[src/rtl/rw_arb_pkg.sv]
// Shared types and constants for the read/write bus arbiter.
package rw_arb_pkg;

  typedef enum logic [1:0] {
    IDLE = 2'd0,
    BUSY = 2'd1,
    RESP = 2'd2
  } state_e;

  localparam logic [1:0] SIZE_B = 2'd0;
  localparam logic [1:0] SIZE_H = 2'd1;
  localparam logic [1:0] SIZE_W = 2'd2;
  localparam logic [1:0] SIZE_D = 2'd3;

  localparam int unsigned RSVD_ID = 0;

endpackage

[src/rtl/rw_arb_pick.sv]
// Combinational winner select: fixed priority (highest index) by default,
// round-robin from ptr when RW_ARB_ROUND_ROBIN_EN is defined.
module rw_arb_pick #(
  parameter int unsigned NUM_REQ = 2,
  parameter int unsigned IdxW    = $clog2(NUM_REQ)
) (
  input  logic [NUM_REQ-1:0] valid,
  input  logic [IdxW-1:0]    ptr,
  output logic [NUM_REQ-1:0] grant,
  output logic [IdxW-1:0]    idx,
  output logic               any
);

`ifdef RW_ARB_ROUND_ROBIN_EN
  always_comb begin
    int cand;
    idx = '0;
    any = |valid;
    // Walk backwards so the candidate closest to ptr is assigned last and wins.
    for (int k = NUM_REQ - 1; k >= 0; k--) begin
      cand = (int'(ptr) + k) % int'(NUM_REQ);
      if (valid[cand]) idx = IdxW'(cand);
    end
    grant = any ? (NUM_REQ'(1) << idx) : '0;
  end
`else
  logic unused_ptr;
  assign unused_ptr = ^ptr;

  always_comb begin
    idx = '0;
    any = |valid;
    for (int i = 0; i < int'(NUM_REQ); i++) begin
      if (valid[i]) idx = IdxW'(i);
    end
    grant = any ? (NUM_REQ'(1) << idx) : '0;
  end
`endif

endmodule

[src/rtl/rw_arbiter.sv]
// N-requester arbiter onto one read/write master port; latches the granted
// request until completion. RW_ARB_ROUND_ROBIN_EN selects round-robin.
module rw_arbiter
  import rw_arb_pkg::*;
#(
  parameter int unsigned NUM_REQ = 2,
  parameter int unsigned ADDR_W  = 64,
  parameter int unsigned DATA_W  = 64,
  parameter int unsigned ID_W    = 4
) (
  input  logic                        clock,
  input  logic                        reset,
  input  logic [NUM_REQ-1:0]          req_valid_i,
  output logic [NUM_REQ-1:0]          req_ready_o,
  input  logic [NUM_REQ*ADDR_W-1:0]   req_addr_i,
  input  logic [NUM_REQ*2-1:0]        req_size_i,
  input  logic [NUM_REQ-1:0]          req_write_i,
  input  logic [NUM_REQ*DATA_W-1:0]   req_wdata_i,
  output logic [DATA_W-1:0]           req_rdata_o,
  output logic                        axi_rw_valid_o,
  input  logic                        axi_rw_ready_i,
  output logic [ID_W-1:0]             axi_rw_id_o,
  output logic [ADDR_W-1:0]           axi_rw_addr_o,
  output logic [1:0]                  axi_rw_size_o,
  output logic                        axi_rw_write_o,
  output logic [DATA_W-1:0]           axi_wt_data_o,
  input  logic [ID_W-1:0]             axi_ret_id_i,
  input  logic [DATA_W-1:0]           axi_ret_rd_data_i,
  output logic                        id_err_o
);

  localparam int unsigned IdxW = $clog2(NUM_REQ);

  state_e              state_q, state_d;
  logic [NUM_REQ-1:0]  gnt_q;
  logic [IdxW-1:0]     gnt_idx_q;
  logic [ID_W-1:0]     id_q;
  logic [ADDR_W-1:0]   addr_q;
  logic [1:0]          size_q;
  logic                write_q;
  logic [DATA_W-1:0]   wdata_q;
  logic [DATA_W-1:0]   rdata_q;
  logic                err_q, err_d;
  logic                latch_en, done;

  logic [NUM_REQ-1:0]  pick_grant;
  logic [IdxW-1:0]     pick_idx;
  logic                pick_any;
  logic [IdxW-1:0]     ptr;

`ifdef RW_ARB_ROUND_ROBIN_EN
  logic [IdxW-1:0] ptr_q, ptr_d;
  assign ptr = ptr_q;

  always_comb begin
    ptr_d = ptr_q;
    if (done) begin
      ptr_d = (gnt_idx_q == IdxW'(NUM_REQ - 1)) ? '0 : gnt_idx_q + IdxW'(1);
    end
  end

  always_ff @(posedge clock or negedge reset) begin
    if (!reset) ptr_q <= '0;
    else        ptr_q <= ptr_d;
  end
`else
  assign ptr = '0;
`endif

  rw_arb_pick #(
    .NUM_REQ (NUM_REQ),
    .IdxW    (IdxW)
  ) u_pick (
    .valid (req_valid_i),
    .ptr   (ptr),
    .grant (pick_grant),
    .idx   (pick_idx),
    .any   (pick_any)
  );

  always_comb begin
    state_d  = state_q;
    err_d    = err_q;
    latch_en = 1'b0;
    done     = 1'b0;
    unique case (state_q)
      IDLE: begin
        if (pick_any) begin
          state_d  = BUSY;
          latch_en = 1'b1;
        end
      end
      BUSY: begin
        // A completion with someone else's ID is flagged and its data dropped.
        if (axi_rw_ready_i) begin
          if (axi_ret_id_i == id_q) begin
            state_d = RESP;
            done    = 1'b1;
          end else begin
            err_d = 1'b1;
          end
        end
      end
      RESP:    state_d = IDLE;
      default: state_d = IDLE;
    endcase
  end

  always_ff @(posedge clock or negedge reset) begin
    if (!reset) begin
      state_q   <= IDLE;
      gnt_q     <= '0;
      gnt_idx_q <= '0;
      id_q      <= '0;
      addr_q    <= '0;
      size_q    <= '0;
      write_q   <= 1'b0;
      wdata_q   <= '0;
      rdata_q   <= '0;
      err_q     <= 1'b0;
    end else begin
      state_q <= state_d;
      err_q   <= err_d;
      if (latch_en) begin
        gnt_q     <= pick_grant;
        gnt_idx_q <= pick_idx;
        id_q      <= ID_W'(pick_idx) + ID_W'(1);
        addr_q    <= req_addr_i[pick_idx*ADDR_W +: ADDR_W];
        size_q    <= req_size_i[pick_idx*2 +: 2];
        write_q   <= req_write_i[pick_idx];
        wdata_q   <= req_wdata_i[pick_idx*DATA_W +: DATA_W];
      end
      if (done) rdata_q <= axi_ret_rd_data_i;
    end
  end

  assign axi_rw_valid_o = (state_q == BUSY);
  assign req_ready_o    = (state_q == RESP) ? gnt_q : '0;
  assign req_rdata_o    = (state_q == RESP) ? rdata_q : '0;
  assign axi_rw_id_o    = id_q;
  assign axi_rw_addr_o  = addr_q;
  assign axi_rw_size_o  = size_q;
  assign axi_rw_write_o = write_q;
  assign axi_wt_data_o  = wdata_q;
  assign id_err_o       = err_q;

endmodule

[config.mk]
export PLATFORM = sky130hd
export DESIGN_NAME = rw_arbiter
export DESIGN_NICKNAME = d
export VERILOG_FILES = /design/src/rtl/rw_arb_pkg.sv /design/src/rtl/rw_arb_pick.sv /design/src/rtl/rw_arbiter.sv
export SDC_FILE = /design/constraint.sdc
export NUM_CORES = 1
export LEC_CHECK = 0
export CORE_AREA = 3 3 205 207
export DETAILED_ROUTE_END_ITERATION = 8
export DIE_AREA = 0 0 208 210
export DONT_BUFFER_PORTS = 1
export PLACE_DENSITY = 0.32
export SYNTH_ARGS = -nofsm -noshare
export SYNTH_HDL_FRONTEND = slang
export SYNTH_SLANG_ARGS = --single-unit
[constraint.sdc]
create_clock -name clock -period 5.4 [get_ports clock]
set_clock_uncertainty 0.15 [all_clocks]
set_input_delay 1.35 -clock clock [delete_from_list [all_inputs] [get_ports clock]]
set_output_delay 1.35 -clock clock [all_outputs]
set_load 0.005 [all_outputs]
### After elaboration in Yosys (flattened, before gate mapping)

Index checks and enable logic that the tools add are counted.

| cells by class | value |
|---|---|
| add/sub/neg operators | 1 |
| magnitude comparators | 1 |
| eq/ne operators | 6 |
| shift-type cells | 4 |
| muxes and demuxes | 15 |
| bitwise operators | 1 |
| reductions and logical operators | 4 |

Operator list:

| kind | count |
|---|---|
| $shiftx 128x8->64 | 2 |
| $mux 64 | 1 |
| $mux 2 | 5 |
| $mux 1 | 8 |
| $reduce_and 3->1 | 2 |
| $eq 4x4->1 | 1 |
| $ne 2x1->1 const B | 2 |
| $pmux 2 s2 | 1 |
| $shiftx 4x3->2 | 1 |
| $add 1x1->2 const B | 1 |
| $eq 2x1->1 const B | 1 |
| $eq 2x2->1 const B | 1 |
| $logic_not 2->1 | 1 |
| $lt 1x2->1 const B | 1 |
| $ne 2x2->1 const B | 1 |
| $reduce_or 2->1 | 1 |
| $shl 1x1->2 const A | 1 |
| $not 1->1 | 1 |

| word-level totals | value |
|---|---|
| register bits after elaboration | 204 |
| input bits | 335 |
| output and inout bits | 203 |
| logic and storage cells | 41 |

### Depth between registers and ports, before layout

Gate-level depths: netlist of run 1.

| depth | value |
|---|---|
| depth after elaboration | 4 |
| depth in mapped cells | 7 |

### By module

A second synthesis of run 1 with hierarchy kept.

| second synthesis, totals | value |
|---|---|
| cells, all modules | 816 |
| area, all modules | 9251.4 sq um |

By module, submodules not included:

| module | times used | cells each | area an instance (sq um) | seq. area each (sq um) |
|---|---|---|---|---|
| rw_arbiter | 1 | 812 | 9227.6 | 5054.8 |
| rw_arb_pick | 1 | 4 | 23.8 | 0.0 |

### Worst setup path before layout of run 1

OpenSTA, ideal clock, no wires.

| timing path | value |
|---|---|
| path type | register to output |
| start point | register state_q[0] |
| end point | output req_rdata_o[23] |
| arrival time | 1.249 ns |
| required time | 3.900 ns |
| setup slack | 2.651 ns |
| cell stages (with the launch flop) | 6 |
| buffers on the path | 3 |
| cell sequence | dfrtp_1 -> buf_4 -> nor2b_1 -> buf_1 -> clkbuf_1 -> and2_1 |

| on the way | value |
|---|---|
| longest elaborated chain between the ends | 2 |

RTL lines:

| element | RTL line | source |
|---|---|---|
| start, declared | rw_arbiter.sv:34 | `state_e state_q, state_d;` |
| start signal, assigned | rw_arbiter.sv:122 | `state_q <= state_d;` |
| $eq 2x2->1 | rw_arbiter.sv:139 | `assign req_rdata_o = (state_q == RESP) ? rdata_q : '0;` |
| $mux 64 | rw_arbiter.sv:139 |  |
| end, declared | rw_arbiter.sv:19 | `output logic [DATA_W-1:0] req_rdata_o,` |

No other way between the ends.

### Worst setup path in the final report of run 1

| timing path | value |
|---|---|
| start point | register state_q[1] |
| end point | output req_rdata_o[23] |

Same word-level chain as after synthesis.

==> qor.txt, run 1 <==
Core area: 0.0406 sq mm
Synthesized area divided by synthesized cell count: 13.0 sq um
Hold Fails Final Rpt: 0
Clock latency on the worst-skew pair: 510 ps
WP data required: 3900 ps
Sink count of the clock tree: 202
Number of instances in the synthesized netlist: 679
Post-Route Setup TNS: 0 ps
Die Y: 210 um
RSZ-0062 raised after global routing: no
Worst relative slew slack: 0.231
Count of input and output buffers: 0
Library cell used as clock root buffer: clkbuf_16
Post-synth ARST share: 1.00
Fill cells: 4,271
Routability congestion estimate from global placement: 0.773
Area enclosed by the die boundary: 0.0437 sq mm
Clock tree from TritonCTS: yes
Number of buffers on the longest clock path: 3
Initial Utilization: 0.218
Sum of routed wire length over all layers: 29,600 um
Average wire per cell in the routed design: 24.6 um
Endpoint kind of the worst setup timing path: output port
Clock slew seen by the registers of the worst setup and hold paths: 60 ps
Drc violations: 0
Final antenna-violating net count: 0
Count of buffers added by post-CTS timing repair for setup: 0
Total GRT Usage: 0.126
Die extent in x: 208 um
Sequential cell area fraction in the yosys report: 0.571
Number of max-cap violations: 0
Via count of the first global-routing pass: 6,124
Number of buffers created by CTS: 25
Most frequent cells in the layout: 202 x dfrtp_1, 197 x and2_1, 131 x a221o_1
Run status: completed
Crit-path max FO: 66
Number of distinct library cells after synthesis: 28
Number of standard-cell rows in the floorplan: 74
Hold buffers post-CTS: 0
Share of layout cells above drive strength 1: 0.169
I/O pins: 538
NumNets Final: 987
Class of the most critical hold timing path: flop to flop
Count of endpoints failing setup in the final report: 0
Static Leakage: 0.00437 uW
Critical Path Source: state_q[1]
Post-synthesis register bit count: 202
Leading cell type in the layout, fill and taps excluded: dfrtp_1
CTS H-Tree Depth: 1
Worst-margin pin slew: 1150 ps
Startpoint of the worst-slack reg-to-reg timing path: state_q[0]
Number of violations reported at the end of detailed-routing iteration 0: 284
Number of max-slew violations in the final report: 0
Peak ir drop on the vdd network: 0.205 mV
FF-to-FF setup slack: 2790 ps
Critical R2R Capture: axi_rw_addr_o[29]
Detail-routed via count per cell: 4.75
Number of enable flip-flop cells after synthesis: 0
Clock period minus worst slack: 3810 ps
Antenna violations before repair: 4
Arr. time, crit path: 2310 ps
Type of the setup path with the least slack: flop to output port
Dominant register cell in the synthesized netlist: dfrtp_1
Area growth syn-to-layout: 13.8%
Total Power: 5440 uW
Final clock period utilization by the worst path: 0.705
Wire length of the first global-routing pass: 42,600 um
Sum of overflow across all layers after global routing: 0
Maximum clock frequency: 263 MHz
Cell area after synthesis: 0.00885 sq mm
Power per standard cell area: 540 mW/mm^2
Number of detailed-route iterations in the first pass: 4
Element type at the critical path start: flop
Total of cells resized after clock tree synthesis: 0
Total of warnings raised by yosys: 0
Total via count after detailed routing: 5,716
Reg2reg path depth: 4
Estimated wirelength of the detail-placed design: 21,400 um
Destination of the critical timing path: req_rdata_o[23]
Pin count of the biggest net entering global routing: 203
-- routing by layer --
metal / up-vias / GRT usage / wire, um
met1: 2884 / 0.144 / 10600
met5: - / 0 / 25
li1: 2434 / - / -
met2: 360 / 0.227 / 15700
met4: 4 / 0.0339 / 546
met3: 34 / 0.0400 / 2650
-- cells in the mapped netlist, types with 2 or more instances --
cell	instances	area share
dfrtp_1	202	0.57
and2_1	197	0.14
a221o_1	131	0.15
mux2_2	64	0.081
clkbuf_1	28	0.012
buf_2	13	0.0074
buf_6	9	0.011
buf_4	8	0.0068
inv_1	3	0.0013
a21o_1	2	0.0017
a21oi_1	2	0.0011
nor2_1	2	0.00085
nor2b_1	2	0.0014
xnor2_1	2	0.0020
-- cells by family after synthesis --
group / synth area share
mux: 0.0815
flops: 0.571
buf+inv: 0.0409
compound gates: 0.153
simple gates: 0.150
xor+xnor: 0.00198
other cells: 0.000424
-- area by class of cell --
type                    instances  area [sq um]  area share
flip-flops and latches        202          5050       0.502
multi-input cells             415          3450       0.343
clock buffers                  40           792      0.0787
well taps                     532           666      0.0661
repair buffers                  5          62.6     0.00621
clock inverters                 4          22.5     0.00224
inverters                       3          11.3     0.00112
diodes                          3          7.51    0.000746
-- sequential cells by signal, summed over array words and instances, names as in the netlist --
name and count:
axi_rw_addr_o 64, state_q 2, axi_rw_size_o 2, rdata_q 64
id_err_o 1, axi_wt_data_o 64, axi_rw_write_o 1, gnt_q 2
axi_rw_id_o 2
-- worst max-delay path: stages, from the launching register on --
cell	delay (ps)
dfrtp_1	470
nor2b_4	950
and2_1	320
-- power breakdown --
part	total [uW]	switching (uW)	internal [uW]
Sequential	2820	594	2220
Clock	1640	644	995
Combinational	983	342	641
-- per-stage QoR --
| step | hold WS [ps] | setup WS [ps] | cell area, sq um | util | std cells |
|---|---|---|---|---|---|
| after global routing | 342 | 1310 | 10100 | 0.248 | 1203 |
| final | 343 | 1590 | 10100 | 0.248 | 1204 |
| after CTS | 343 | 1460 | 10100 | 0.248 | 1201 |
| after global placement | 331 | 2050 | 9250 | 0.228 | 1157 |
| after floorplan | 291 | 2650 | 8850 | - | 680 |
| after detailed placement | 334 | 1990 | 9250 | 0.228 | 1157 |
-- worst min-delay path by stage --
stage,to,depth (start not counted),startpoint
CTS,rdata_q[53],0,reset
global placement,rdata_q[32],1,rdata_q[32]
finish,rdata_q[39],1,rdata_q[39]
detailed placement,rdata_q[2],1,rdata_q[2]
global route,rdata_q[53],0,reset
floorplan,gnt_q[1],1,gnt_q[1]
Note: power is estimated with default switching activity, not from simulation.
==> inputs of run 2 (changes only) <==
==> constraint.sdc (replaced) <==
create_clock -name clock -period 3.6 [get_ports clock]
set_clock_uncertainty 0.15 [all_clocks]
set_input_delay 0.9 -clock clock [delete_from_list [all_inputs] [get_ports clock]]
set_output_delay 0.9 -clock clock [all_outputs]
set_load 0.005 [all_outputs]
==> run 2 against run 1 <==
Compared with the run above: the run now ends with negative hold slack left; setup slack worse by 980 ps; combinational power grew 49%; wire length fell by 0.85%; largest cell class unchanged; critical endpoint is now req_rdata_o[18]; via count up 0.21%; core utilization is 0.14 points lower; sequential share of layout area up 0.28 points; die area unchanged; clock-buffer cell count is 2 lower.
==> qor.txt, run 2 (same netlist as run 1, synthesis figures left out) <==
Endpoint kind of the worst setup timing path: output port
Hold Fails Final Rpt: 202
Element type at the critical path start: flop
Count of endpoints failing setup in the final report: 0
Worst relative slew slack: 0.450
Detail Route met3 WL: 2480 um
NumNets Final: 987
Internal Dissipation: 5670 uW
Area enclosed by the die boundary: 0.0437 sq mm
Destination of the critical timing path: req_rdata_o[18]
Arr. time, crit path: 1940 ps
Post-placement cell area: 0.00927 sq mm
Critical R2R Capture: axi_rw_addr_o[21]
Setup WS pre-CTS: 1020 ps
WP data required: 2550 ps
I/O pins: 538
Estimated wirelength of the detail-placed design: 20,900 um
Post-Route Setup TNS: 0 ps
RSZ-0062 raised after global routing: no
Sw frac: 0.291
Final clock period utilization by the worst path: 0.831
Part of the total power dissipated in sequential elements: 0.528
Sum of routed wire length over all layers: 29,300 um
Final antenna-violating net count: 0
FF-to-FF setup slack: 1250 ps
Total Power: 7990 uW
CTS H-Tree Depth: 1
Area growth syn-to-layout: 13.2%
Leading cell type in the layout, fill and taps excluded: dfrtp_1
Most frequent cells in the layout: 202 x dfrtp_1, 197 x and2_1, 131 x a221o_1
Via count of the first global-routing pass: 6,091
Sum of overflow across all layers after global routing: 0
Number of max-slew violations in the final report: 0
Share of layout cells above drive strength 1: 0.160
Number of violations reported at the end of detailed-routing iteration 0: 335
Clock Power Share: 0.289
Power per standard cell area: 798 mW/mm^2
Number of buffers on the longest clock path: 3
Maximum clock frequency: 334 MHz
Clock tree from TritonCTS: yes
Total of cells resized after clock tree synthesis: 0
Antenna violations before repair: 1
Critical Path Source: state_q[1]
Class of the most critical hold timing path: input pin to asynchronous set/reset pin
Routability congestion estimate from global placement: 0.756
Core area: 0.0406 sq mm
Type of the setup path with the least slack: flop to output port
Worst hold slack across all endpoints: -61.5 ps
Run status: complete, but fails checks
Pin count of the biggest net entering global routing: 203
Crit-path max FO: 66
Total via count after detailed routing: 5,728
Clock slew seen by the registers of the worst setup and hold paths: 60 ps
Final standard cell area without fillers: 0.0100 sq mm
Wire length of the first global-routing pass: 42,000 um
Failing checks: negative hold slack
Number of buffers created by CTS: 24
Worst-margin pin slew: 825 ps
Metal2 WL: 15,200 um
Switching component of the power: 2330 uW
Initial Utilization: 0.218
Average wire per cell in the routed design: 24.4 um
Detail-routed via count per cell: 4.77
Clock latency on the worst-skew pair: 510 ps
Sink count of the clock tree: 202
Highest metal layer with signal wires: met4
Total GRT Usage: 0.124
Number of standard-cell rows in the floorplan: 74
Combinational share of power: 0.183
Number of detailed-route iterations in the first pass: 5
Startpoint of the worst-slack reg-to-reg timing path: state_q[0]
Number of max-cap violations: 0
Peak ir drop on the vdd network: 0.290 mV
Static Leakage: 0.00435 uW
WL met1: 10,900 um
Count of input and output buffers: 0
Setup slack after layout: 608 ps
Reg2reg path depth: 4
Clock period minus worst slack: 2990 ps
Drc violations: 0
Library cell used as clock root buffer: clkbuf_16
Die Y: 210 um
Die extent in x: 208 um
## run 2: per-stage QoR
| stage | std cells | util |
|---|---|---|
| 2_1_floorplan | 680 | - |
| 3_3_place_gp | 1158 | 0.228 |
| 3_5_place_dp | 1158 | 0.228 |
| 4_1_cts | 1199 | 0.247 |
| 5_1_grt | 1200 | 0.247 |
| 6_report | 1201 | 0.247 |
## run 2: worst max-delay path: stages, from the launching register on
cell and delay, ps:
dfrtp_1 490, nor2b_4 190, buf_4 450, and2_1 280
## run 2: layer usage
layer / GRT usage / vias up
met4: 0.0419 / 0
met3: 0.0394 / 38
met2: 0.220 / 348
li1: - / 2427
met5: 0 / -
met1: 0.142 / 2915
## run 2: worst min path at each step
stage | endpoint | slack (ps)
after floorplan | gnt_q[1] | 290
after global placement | rdata_q[32] | 330
after detailed placement | rdata_q[57] | 340
after CTS | rdata_q[35] | -100
after global routing | rdata_q[57] | -100
final | rdata_q[48] | -60
## run 2: power groups by stage
| stage | sequential (uW) | combinational, uW | clock (uW) |
|---|---|---|---|
| after floorplan | 3880 | 1300 | 0 |
| final | 4220 | 1460 | 2310 |
| after detailed placement | 4260 | 1510 | 0 |
| after global routing | 4340 | 1630 | 2490 |
| after CTS | 4250 | 1490 | 2400 |
| after global placement | 4300 | 1430 | 0 |
## run 2: what timing repair did
item	in CTS	in global routing
buffers inserted	0	0
endpoints found under the hold margin	202	202
endpoints found under the setup margin	0	0
## run 2: final cells by class
| cell class | count | area [sq um] |
|---|---|---|
| fillers | 4229 | 30500 |
| flip-flops and latches | 202 | 5050 |
| multi-input cells | 415 | 3450 |
| clock buffers | 38 | 724 |
| well taps | 532 | 666 |
| repair buffers | 6 | 82.6 |
| clock inverters | 3 | 17.5 |
| inverters | 3 | 11.3 |
| diodes | 2 | 5.00 |
